<file path="config.mk">
export PLATFORM = sky130hd
export DESIGN_NAME = spi_master_param
export DESIGN_NICKNAME = d
export VERILOG_FILES = /design/src/rtl/spi_master_param.sv
export SDC_FILE = /design/constraint.sdc
export NUM_CORES = 1
export LEC_CHECK = 0
export ABC_AREA = 1
export CAP_MARGIN = 40
export CORE_MARGIN = 2
export CORE_UTILIZATION = 40
export CTS_CLUSTER_SIZE = 20
export DETAILED_ROUTE_END_ITERATION = 10
export PLACE_DENSITY = 0.62
export SYNTH_ARGS = -nofsm -noshare
export SYNTH_HDL_FRONTEND = slang
export SYNTH_SLANG_ARGS = --single-unit
</file>
<file path="constraint.sdc">
create_clock -name clk -period 3.7 [get_ports clk]
set_clock_uncertainty 0.2 [all_clocks]
set_input_delay 0.555 -clock clk [delete_from_list [all_inputs] [get_ports clk]]
set_output_delay 0.555 -clock clk [all_outputs]
set_load 0.05 [all_outputs]
</file>
<file path="src/rtl/spi_master_param.sv">
// Parametrised SPI master (CPOL/CPHA, bit order, word width, NUM_SS selects); rx_valid lands
// (2*DATA_WIDTH+2)*CLK_DIV+1 cycles after acceptance; tx_ready is low for the whole transfer.
module spi_master_param #(
  parameter int DATA_WIDTH = 8,
  parameter int CLK_DIV    = 2,
  parameter int NUM_SS     = 1,
  parameter int SS_W       = (NUM_SS > 1) ? $clog2(NUM_SS) : 1
) (
  input  logic                  clk,
  input  logic                  rst,
  input  logic [DATA_WIDTH-1:0] tx_data,
  input  logic                  tx_valid,
  output logic                  tx_ready,
  input  logic [SS_W-1:0]       ss_idx,
  input  logic                  cpol,
  input  logic                  cpha,
  input  logic                  lsb_first,
  input  logic                  miso,
  output logic                  mosi,
  output logic                  sclk,
  output logic [NUM_SS-1:0]     ss_n,
  output logic [DATA_WIDTH-1:0] rx_data,
  output logic                  rx_valid,
  output logic                  busy
);

  localparam int DIV_W  = (CLK_DIV > 1) ? $clog2(CLK_DIV) : 1;
  localparam int EDGE_W = $clog2(2 * DATA_WIDTH);
  localparam logic [DIV_W-1:0]  DIV_LAST  = DIV_W'(CLK_DIV - 1);
  localparam logic [EDGE_W-1:0] EDGE_LAST = EDGE_W'(2 * DATA_WIDTH - 1);

  typedef enum logic [1:0] {IDLE, SETUP, XFER, HOLD} state_t;

  state_t                state, state_nxt;
  logic [DIV_W-1:0]      div_cnt;
  logic [EDGE_W-1:0]     edge_cnt;
  logic [DATA_WIDTH-1:0] tx_sr, rx_sr;
  logic [SS_W-1:0]       ss_q;
  logic                  cpol_q, cpha_q, lsb_q, sclk_q;
  logic                  accept, half_done, edge_tick, leading, shift_en, sample_en;

  assign tx_ready  = (state == IDLE);
  assign busy      = !tx_ready;
  assign accept    = tx_valid && tx_ready;
  assign half_done = (div_cnt == DIV_LAST);
  assign edge_tick = (state == XFER) && half_done;
  // edge_cnt counts completed SCLK edges, so an even count means the next edge is leading
  assign leading   = !edge_cnt[0];
  assign shift_en  = edge_tick && (cpha_q ? (leading && (edge_cnt != '0))
                                          : (!leading && (edge_cnt != EDGE_LAST)));
  assign sample_en = edge_tick && (cpha_q ? !leading : leading);
  assign sclk      = sclk_q;
  assign mosi      = busy ? (lsb_q ? tx_sr[0] : tx_sr[DATA_WIDTH-1]) : 1'b0;

  always_comb begin
    ss_n = '1;
    for (int i = 0; i < NUM_SS; i++) begin
      if (busy && (ss_q == SS_W'(i))) ss_n[i] = 1'b0;
    end
  end

  always_ff @(posedge clk) begin
    if (rst) state <= IDLE;
    else     state <= state_nxt;
  end

  always_comb begin
    state_nxt = state;
    case (state)
      IDLE:    if (accept) state_nxt = SETUP;
      SETUP:   if (half_done) state_nxt = XFER;
      XFER:    if (half_done && (edge_cnt == EDGE_LAST)) state_nxt = HOLD;
      HOLD:    if (half_done) state_nxt = IDLE;
      default: state_nxt = IDLE;
    endcase
  end

  always_ff @(posedge clk) begin
    if (rst) begin
      div_cnt  <= '0;
      edge_cnt <= '0;
      tx_sr    <= '0;
      rx_sr    <= '0;
      ss_q     <= '0;
      cpol_q   <= 1'b0;
      cpha_q   <= 1'b0;
      lsb_q    <= 1'b0;
      sclk_q   <= 1'b0;
      rx_data  <= '0;
      rx_valid <= 1'b0;
    end else begin
      rx_valid <= 1'b0;
      if (state == IDLE) begin
        sclk_q   <= cpol;
        div_cnt  <= '0;
        edge_cnt <= '0;
        if (accept) begin
          tx_sr  <= tx_data;
          ss_q   <= ss_idx;
          cpol_q <= cpol;
          cpha_q <= cpha;
          lsb_q  <= lsb_first;
        end
      end else begin
        div_cnt <= half_done ? '0 : div_cnt + 1'b1;
        if (edge_tick) begin
          sclk_q   <= !sclk_q;
          edge_cnt <= edge_cnt + 1'b1;
        end
        if (shift_en) tx_sr <= lsb_q ? (tx_sr >> 1) : (tx_sr << 1);
        if (sample_en) begin
          rx_sr <= lsb_q ? {miso, rx_sr[DATA_WIDTH-1:1]} : {rx_sr[DATA_WIDTH-2:0], miso};
        end
        if ((state == HOLD) && half_done) begin
          rx_data  <= rx_sr;
          rx_valid <= 1'b1;
        end
      end
    end
  end

endmodule

</file>
# [After elaboration in Yosys (flattened, before gate mapping)]
# Index checks and enable logic that the tools add are counted.
[totals] ff_bits=36 inputBits=16 output_inout_bits=14 word_cells=65
[op_classes] add_sub_neg=2 n_eq_ne=9 muxes=18 bitwise_logic=2 reduce_logical=23
[op_table] cell="$mux W8" n=5
[op_table] cell="$logic_and A1 B1 Y1" n=9
[op_table] cell="$mux W1" n=8
[op_table] cell="$mux W2" n=4
[op_table] cell="$pmux W2 S4" n=1
[op_table] cell="$reduce_and A2 Y1" n=4
[op_table] cell="$add A4 B1 Y4 const B" n=1
[op_table] cell="$eq A2 B2 Y1 const B" n=2
[op_table] cell="$eq A4 B4 Y1 const B" n=1
[op_table] cell="$ne A2 B1 Y1 const B" n=2
[op_table] cell="$ne A2 B2 Y1 const B" n=2
[op_table] cell="$ne A4 B4 Y1 const B" n=1
[op_table] cell="$reduce_and A4 Y1" n=1
[op_table] cell="$reduce_bool A2 Y1" n=2
[op_table] cell="$reduce_bool A4 Y1" n=1
[op_table] cell="$logic_not A1 Y1" n=3
[op_table] cell="$reduce_or A3 Y1" n=1
[op_table] cell="$eq A2 B1 Y1 const B" n=1
[op_table] cell="$logic_not A2 Y1" n=1
[op_table] cell="$not A1 Y1" n=2
[op_table] cell="$reduce_or A2 Y1" n=1
[op_table] cell="$add A1 B1 Y1 const B" n=1

# [Depth between registers and ports, before layout]
# Gate-level depths: netlist of the first run.
[depth] word_depth=6 depth_mapped=11 ltp_nobuf=10

# [Worst setup path after synthesis of the first run]
# Ideal clock, no wire load.
[synth_path] path_type="register to output" start="register state[0]" end="output mosi" arrival_ns=2.122 required_ns=2.945 path_slack_ns=0.823 path_stages_with_launch=7 n_path_buf=1 cell_sequence="dfxtp_1 inv_1 ha_1 buf_4 inv_4 o21ai_0 a21oi_1"
[synth_between] elab_chain_cells=2
[synth_lines] element="start: declaration" line="34" text="state_t state, state_nxt;"
[synth_lines] element="start signal: assignment" line="64" text="else state <= state_nxt;"
[synth_lines] element="$logic_not A2 Y1" line="42" text="assign tx_ready = (state == IDLE);"
[synth_lines] element="net tx_ready" line="13" text="output logic tx_ready,"
[synth_lines] element="$mux W1" line="53" text="assign mosi = busy ? (lsb_q ? tx_sr[0] : tx_sr[DATA_WIDTH-1]) : 1'b0;"
[synth_lines] element="end: declaration" line="19" text="output logic mosi,"
# The timed path passes the listed nets, and every way through them passes these cells.

# [Final worst setup path of the first run]
[layout_path] start="register state[0]" end="output mosi"
[layout_between] elab_chain_cells=2
[layout_lines] element="$logic_not A2 Y1" line="42"
[layout_lines] element="$mux W1" line="53"
# Every way passes these cells.

==> results of run 1 <==
[kinds of logic after synthesis]
group	share of synthesized area
flip-flops	0.398
buffers and inverters	0.0996
multiplexers	0.00553
AND/OR/NAND/NOR	0.251
XOR/XNOR	0.0145
AO/OA/AOI/OAI	0.183
adder cells (fa/ha/maj)	0.0484
[power groups by stage]
| stage | logic, mW | clock network [mW] | registers (mW) |
|---|---|---|---|
| 5_1_grt | 0.714 | 0.362 | 0.511 |
| 6_report | 0.632 | 0.339 | 0.500 |
| 4_1_cts | 0.640 | 0.351 | 0.499 |
| 2_1_floorplan | 0.483 | 0 | 0.510 |
| 3_5_place_dp | 0.637 | 0 | 0.508 |
| 3_3_place_gp | 0.632 | 0 | 0.508 |
[through the flow]
stage                     std cells   util  hold WS, ps  cell area (um^2)  power [mW]
after floorplan                 258      -          236              1810       0.994
after global placement          330  0.488          260              2120        1.14
after detailed placement        330  0.488          259              2120        1.14
after CTS                       338  0.512          277              2230        1.49
after global routing            338  0.512          313              2230        1.59
final                           338  0.512          276              2230        1.47
[placed cells by master (no fill, tap or decap), types with 2 or more instances in the layout]
cell             synthesis  layout
nand2_1                 43      43
o21ai_0                 41      41
nor2_1                  40      40
dfxtp_1                 36      36
clkdlybuf4s50_1          0      29
inv_1                   27      27
a21oi_1                 22      22
nand3_1                 12      12
ha_1                     7       7
clkbuf_8                 0       5
xor2_1                   3       3
buf_4                    2       3
clkinv_2                 1       2
nand2_4                  2       2
nor2_4                   2       2
nand3_2                  2       2
[area by class of cell]
| cell class | instances | area [um^2] | share of cell area |
|---|---|---|---|
| repair buffers | 32 | 313 | 0.140 |
| well taps | 52 | 65.1 | 0.0292 |
| inverters | 30 | 116 | 0.0522 |
| flip-flops and latches | 36 | 721 | 0.323 |
| multi-input cells | 180 | 908 | 0.407 |
| clock buffers | 6 | 72.6 | 0.0325 |
| clock inverters | 2 | 35.0 | 0.0157 |
[how the worst max path moves through the flow]
stage,startpoint,to,slack [ps],cells past startpoint
global placement,state[0],mosi,930,7
detailed placement,state[0],mosi,890,7
CTS,state[0],mosi,560,7
global route,state[0],mosi,450,7
finish,state[0],mosi,600,7
floorplan,state[0],mosi,820,6
[cells in the mapped netlist, types with 2 or more instances]
cell,n,share of area
nor2_4,2,0.012
nor2_1,40,0.083
ha_1,7,0.048
dfxtp_1,36,0.40
o21ai_0,41,0.11
buf_1,2,0.0042
buf_2,3,0.0083
xor2_1,3,0.015
buf_4,2,0.0083
a21oi_1,22,0.061
nand3_1,12,0.033
clkbuf_1,4,0.0083
nand2_4,2,0.012
nand2_1,43,0.089
inv_1,27,0.056
nand3_2,2,0.011
[critical path, stage by stage (launching register included)]
cell	delay, ps
dfxtp_1	370
inv_1	100
ha_1	200
buf_4	190
inv_4	120
o21ai_0	90
a21oi_1	160
clkdlybuf4s50_1	820
[per-layer routing]
layer / track usage / wire [um] / vias to the layer above
li1: - / - / 877
met1: 0.198 / 1760 / 709
met2: 0.269 / 1780 / 17
met3: 0.0352 / 112 / 7
met4: 0.0692 / 65 / 0
met5: 0 / 0 / -
[sequential cells by signal, indices dropped and copies added, names as in the netlist]
name / count
edge_cnt: 4
ss_q: 1
rx_data: 8
sclk: 1
div_cnt: 1
cpha_q: 1
rx_valid: 1
lsb_q: 1
tx_sr: 8
rx_sr: 8
state: 2
==> impl_metrics.toml, run 1 <==
[run_status]
status = "complete, no violations"

[hold_path]
hold_path_end = "div_cnt"
hold_path.startpoint = "div_cnt"
hold_path_class = "reg2reg"
hold_depth = 1

[logic_synthesis]
synth_flop_cell = "dfxtp_1"
postSynthAreaPerCell_um2 = 7.01
synth_edf_count = 0
synth-seq-cells = 36
syn_area_um2 = 1810
synth-warning-count = 0
async_reset_ff_frac = 0
seq_area_frac_synth = 0.398
yosys.cell_types.count = 26
synthCells = 258
syn_nets = 281

[layout]
antenna_cells = 0
drive_above_1_share = 0.0734
nNetsFinal = 308
synthToLayoutAreaGrowth_pct = 23.3
nFillCells = 429

[worst_setup_path]
timing.rr.start = "state[0]"
setup.worst_path.start_class = "flip-flop"
critPathKind = "reg2out"
worstReg2RegEnd = "lsb_q"
arrival_ps = 2350
crit_fanout = 19
r2r_cells = 7
crit_required_ps = 2940
end_kind = "output pin"
ff2ff_setup_slack_ps = 1720

[grt]
gr-total-overflow = 0
antenna_found_initial = 0
grt_use_total = 0.160
grt_pass1_vias = 1524
grt_first_pass_wirelength_um = 6490
grt_start_max_net_pins = 22

[sta]
setup_viol = 0
post-route-period-util = 0.838
setup_tns_ps = 0
worst_pin_slew_ps = 671
fin_ws_ps = 600
hold_viol_final = 0
maxSlewViolCount = 0
finalCriticalPeriod_ps = 3100
rsz0062_at_grt = "false"
slew_headroom = 0.552
max_freq_mhz = 323

[clock_tree]
cts_htree_levels = 2
cts_buffers = 5
holdBufCountCts = 0
clockBufferDepth = 2
cts_setup_buffers = 0
tritoncts = "done"
clk_latency_ps = 290
ctsRootBufferMaster = "clkbuf_8"
cts.clk_slew.worst_paths_ps = 70
cts-resized-gates = 0
cts.sinks = 36

[power_and_ir_drop]
combinationalPowerShare = 0.430
power.internal_uw = 872
p_sw_uw = 599
power.density_nw_per_um2 = 659
p_seq_frac = 0.340
leakage_nw = 0.964
power_frac_clock = 0.230
ir_worst_vdd_uv = 261
p_sw_frac = 0.407

[detailed_routing]
vias_per_cell = 4.76
drc = 0
drt.antenna.violating_nets = 0
first_iter_violations = 106
routed_wl_um = 3720
routedWlPerCell_um = 11.0
num_vias = 1610
firstDrtPassIters = 4

[placed_design]
pre_cts_ws_ps = 893
place_congestion = 0.748
numPortBuffers = 29
hpwl_um = 2690

[job]
cap_violations = 0

[floorplanning]
rows = 24
core_area_um2 = 4350
die_h_um = 71.3
die_x_um = 71.3
dieArea_um2 = 5080
ioPinCount = 30
start_util = 0.416
Note: power is estimated with default switching activity, not from simulation.
==> inputs of run 2 (changes only) <==
==> constraint.sdc (replaced) <==
create_clock -name clk -period 3.05 [get_ports clk]
set_clock_uncertainty 0.2 [all_clocks]
set_input_delay 0.4575 -clock clk [delete_from_list [all_inputs] [get_ports clk]]
set_output_delay 0.4575 -clock clk [all_outputs]
set_load 0.05 [all_outputs]
==> run 2 against run 1 <==
Net effect: final area fell by 0.90%; sequential share of layout area rose by 0.29 points; via count rose by 1.4%; utilization fell by 0.46 points; cell count did not move; critical endpoint is now ss_n; largest power group unchanged.
==> impl_metrics.toml, run 2 (synthesized netlist as in run 1, its figures left out) <==
[power_and_ir_drop]
power.internal_mw = 1.00
combinationalPowerShare = 0.452
leakage_nw = 0.956
ir_worst_vdd_uv = 303
power_frac_clock = 0.202
p_sw_frac = 0.421
p_seq_frac = 0.346
power.density_nw_per_um2 = 782
p_sw_uw = 728

[detailed_routing]
drt.antenna.violating_nets = 0
firstDrtPassIters = 4
first_iter_violations = 89
routed_wl_um = 3810
met1_length_um = 1740
num_vias = 1633
vias_per_cell = 4.83
met3_length_um = 167
routedWlPerCell_um = 11.3
wl_met2_um = 1840
top_layer_used = "met4"
drc = 0

[hold_path]
hold_depth = 1
hold_path.startpoint = "div_cnt"
hold_path_end = "div_cnt"
hold_path_class = "reg2reg"

[worst_setup_path]
critPathMaxStageDelay_ps = 700
crit_family = "buffers and inverters"
path_cells = "inv_1 > ha_1 > or2_2 > clkdlybuf4s50_1"
ff2ff_setup_slack_ps = 1120
setup.worst_path.start_class = "flip-flop"
crit_fanout = 5
timing.rr.start = "state[0]"
arrival_ps = 2040
crit_buf_inv = 2
crit_required_ps = 2390
critPathKind = "reg2out"
cpMaxStageDelayCell = "clkdlybuf4s50_1"
worstReg2RegEnd = "ss_q"
r2r_cells = 5
end_kind = "output pin"

[clock_tree]
cts_setup_buffers = 0
holdBufCountCts = 0
cts.sinks = 36
cts-resized-gates = 0
cts_buffers = 5
tritoncts = "done"
cts_htree_levels = 2
clockBufferDepth = 2
ctsRootBufferMaster = "clkbuf_8"
cts.clk_slew.worst_paths_ps = 70
clk_latency_ps = 280

[grt]
grt_start_max_net_pins = 30
grt_pass1_vias = 1517
antenna_found_initial = 0
grt_first_pass_wirelength_um = 6540
grt_use_total = 0.163
gr-total-overflow = 0

[floorplanning]
start_util = 0.416
core_area_um2 = 4350
rows = 24
dieArea_um2 = 5080
die_x_um = 71.3
ioPinCount = 30
die_h_um = 71.3

[sta]
post-route-period-util = 0.884
maxSlewViolCount = 0
rsz0062_at_grt = "false"
setup_viol = 0
fin_ws_ps = 352
setup_tns_ps = 0
max_freq_mhz = 371
slew_headroom = 0.545
finalCriticalPeriod_ps = 2700
worst_pin_slew_ps = 681
hold_viol_final = 0
hold_slack_ps = 278

[layout]
synthToLayoutAreaGrowth_pct = 22.2
antenna_cells = 0
fin_util = 0.508
reg_top3 = "rx_data x8, rx_sr x8, tx_sr x8"
mostFrequentLayoutCell = "nand2_1"
final_cell_mix = "nand2_1, o21ai_0, nor2_1"
final_cells = 338
nNetsFinal = 308
drive_above_1_share = 0.0734

[run_status]
status = "complete, no violations"

[placed_design]
place_congestion = 0.769
placedCellCount = 330
numPortBuffers = 29
pre_cts_ws_ps = 643
hpwl_um = 2750

[job]
cap_violations = 0
run 2: worst reg2reg max path, delay by kind of cell (launching register included):
kind,cells,cell delay [ps]
compound gates,1,320
simple gates,2,520
fa+ha+maj,1,320
flops,1,330
buf+inv,1,120
run 2: power groups by stage:
| stage | Clock [mW] | Combinational, mW | Sequential, mW |
|---|---|---|---|
| after global placement | 0 | 0.786 | 0.607 |
| after detailed placement | 0 | 0.791 | 0.608 |
| after floorplan | 0 | 0.587 | 0.619 |
| after global routing | 0.380 | 0.877 | 0.607 |
| after CTS | 0.364 | 0.793 | 0.597 |
| final | 0.349 | 0.782 | 0.598 |
run 2: area by class of cell:
type                            instances  area (um^2)
Timing Repair Buffer                   32          310
Tap cell                               52         65.1
Multi-Input combinational cell        180          908
Inverter                               30          116
Clock buffer                            8         90.1
Sequential cell                        36          721
Fill cell                             435         2140
run 2: how the worst max path moves through the flow:
stage               slack, ps   end  depth (start not counted)     start
global placement          680  ss_n                          4  state[0]
floorplan                 270  mosi                          6  state[0]
detailed placement        640  ss_n                          4  state[1]
CTS                       320  ss_n                          4  state[1]
global route              250  ss_n                          4  state[1]
finish                    350  ss_n                          4  state[1]
run 2: per-stage QoR:
stage	instance area (um^2)	power, mW
after global placement	2120	1.39
after detailed placement	2120	1.40
final	2210	1.73
after global routing	2210	1.86
after CTS	2210	1.75
after floorplan	1810	1.21
run 2: metal layers:
| metal | vias to the layer above | GRT usage |
|---|---|---|
| li1 | 879 | - |
| met1 | 720 | 0.192 |
| met2 | 29 | 0.279 |
| met3 | 5 | 0.0450 |
| met4 | 0 | 0.0692 |
| met5 | - | 0 |
==> inputs of run 3 (changes only) <==
--- a/config.mk
+++ b/config.mk
@@ -5,8 +5,7 @@
 export SDC_FILE = /design/constraint.sdc
 export NUM_CORES = 1
 export LEC_CHECK = 0
-export ABC_AREA = 1
-export CAP_MARGIN = 40
+export CAP_MARGIN = 20
 export CORE_MARGIN = 2
 export CORE_UTILIZATION = 40
 export CTS_CLUSTER_SIZE = 20
==> run 3 against run 2 <==
Net effect: via count shrank 14%; die area shrank 0.66%; clock power shrank 1%; sequential cell count is the same; fmax grew 5.6%; area after synthesis shrank 0.69%; register-to-register slack lost 370 ps; worst hold slack lost 27 ps; non-clock buffer count grew 1; utilization shrank 0.26 points; largest power group is now sequential cells.
==> impl_metrics.toml, run 3 <==
[layout]
multiInputGateArea_um2 = 985
nFillCells = 429
final_cell_mix = "dfxtp_1, mux2i_1, clkdlybuf4s50_1"
nNetsFinal = 247
synthToLayoutAreaGrowth_pct = 22.4
regArea_um2 = 721
reg_top3 = "rx_data x8, rx_sr x8, tx_sr x8"
drive_above_1_share = 0.111
final_cells = 277
antenna_cells = 0
mostFrequentLayoutCell = "dfxtp_1"

[grt]
grt_start_max_net_pins = 32
grt_first_pass_wirelength_um = 6240
gr-total-overflow = 0
grt_pass1_vias = 1392
grt_use_total = 0.155
antenna_found_initial = 0

[power_and_ir_drop]
leakage_nw = 0.888
power.density_nw_per_um2 = 648
ir_worst_vdd_uv = 340
totalPowerFinal_mw = 1.43

[logic_synthesis]
synth_edf_count = 0
ys_top_cells_by_count = "dfxtp_1, mux2i_1, nand2_1"
synth-warning-count = 0
seq_area_frac_synth = 0.401
synthCells = 196
synth_flop_cell = "dfxtp_1"
synthTopCellsByArea = "dfxtp_1, mux2i_1, nand2_1"
async_reset_ff_frac = 0
syn_area_um2 = 1800
netlist.area_leader.share = 0.401
yosysMostFrequentCell = "dfxtp_1"
postSynthAreaPerCell_um2 = 9.17
syn_nets = 219
synth-seq-cells = 36
yosys.cell_types.count = 34
synth_top_cell_by_area = "dfxtp_1"

[detailed_routing]
drc = 0
routed_wl_um = 3570
vias_per_cell = 5.06
routedWlPerCell_um = 12.9
firstDrtPassIters = 4
drt.antenna.violating_nets = 0
num_vias = 1402
first_iter_violations = 64

[hold_path]
hold_path_end = "ss_q"
hold_depth = 2
hold_path.startpoint = "ss_q"
hold_path_class = "reg2reg"

[worst_setup_path]
crit_family = "buffers and inverters"
crit_buf_inv = 2
timing.rr.start = "state[0]"
worstReg2RegEnd = "rx_sr[6]"
arrival_ps = 1900
r2r_cells = 6
ff2ff_setup_slack_ps = 750
crit_required_ps = 2390
critPathKind = "reg2out"
end_kind = "output pin"
cpMaxStageDelayCell = "clkdlybuf4s50_1"
crit_fanout = 4
critPathMaxStageDelay_ps = 810
setup.worst_path.start_class = "flip-flop"
path_cells = "inv_1 > ha_1 > nor2_1 > clkdlybuf4s50_1"
cp_num_cells = 4

[floorplanning]
core_area_um2 = 4350
start_util = 0.413
die_x_um = 71.0
dieArea_um2 = 5040
ioPinCount = 30
die_h_um = 71.0
rows = 24

[clock_tree]
holdBufCountCts = 0
cts.clk_slew.worst_paths_ps = 70
cts_setup_buffers = 0
cts_htree_levels = 2
tritoncts = "done"
clockBufferDepth = 2
ctsRootBufferMaster = "clkbuf_8"
cts_buffers = 5
cts.sinks = 36
cts-resized-gates = 0
clk_latency_ps = 280

[placed_design]
hpwl_um = 2470
place_congestion = 0.742
placedCellCount = 269
numPortBuffers = 29

[sta]
max_freq_mhz = 391
setup_tns_ps = 0
worst_pin_slew_ps = 799
rsz0062_at_grt = "false"
maxSlewViolCount = 0
setup_viol = 0
hold_viol_final = 0
slew_headroom = 0.463
post-route-period-util = 0.838
finalCriticalPeriod_ps = 2550

[job]
cap_violations = 0

[run_status]
status = "complete, no violations"
-- run 3: worst max-delay path by stage --
stage,endpoint,slack (ps),startpoint
3_3_place_gp,rx_sr[4],810,state[0]
2_1_floorplan,mosi,380,state[0]
4_1_cts,mosi,470,state[0]
3_5_place_dp,rx_sr[0],760,state[0]
5_1_grt,mosi,390,state[1]
6_report,mosi,500,state[0]
-- run 3: report_power, final --
group,internal (mW),leakage (nW),switching (mW)
Clock,0.184,0.0455,0.161
Sequential,0.527,0.292,0.0525
Combinational,0.196,0.550,0.306
Total,0.907,0.888,0.519
-- run 3: worst min-delay path: stages, from the launching register on --
cell	delay [ps]
dfxtp_1	310
nand2_1	50
a21oi_1	50
-- run 3: final cells by class --
type                            instances  area share
Multi-Input combinational cell        141       0.448
Tap cell                               52      0.0296
Inverter                                7      0.0119
Sequential cell                        36       0.328
Timing Repair Buffer                   33       0.142
Clock buffer                            8      0.0410
-- run 3: per-layer routing --
metal	GRT usage	share of wire	up-vias
met5	0	0	-
met4	0.0587	0.017	0
met3	0.0513	0.038	8
met2	0.239	0.43	27
met1	0.203	0.52	643
li1	-	-	724
-- run 3: kinds of logic after synthesis --
family | count (synthesis) | share of synthesized area
adder cells (fa/ha/maj) | 7 | 0.0487
AO/OA/AOI/OAI | 25 | 0.100
buffers and inverters | 19 | 0.0508
AND/OR/NAND/NOR | 72 | 0.190
multiplexers | 33 | 0.189
flip-flops | 36 | 0.401
XOR/XNOR | 4 | 0.0195
-- run 3: through the flow --
step | util | cell area, um^2 | hold slack, ps | setup slack (ps)
after global placement | 0.484 | 2110 | 244 | 807
after floorplan | - | 1800 | 232 | 383
after detailed placement | 0.484 | 2110 | 245 | 756
final | 0.505 | 2200 | 251 | 495
after global routing | 0.505 | 2200 | 277 | 390
after CTS | 0.505 | 2200 | 255 | 474
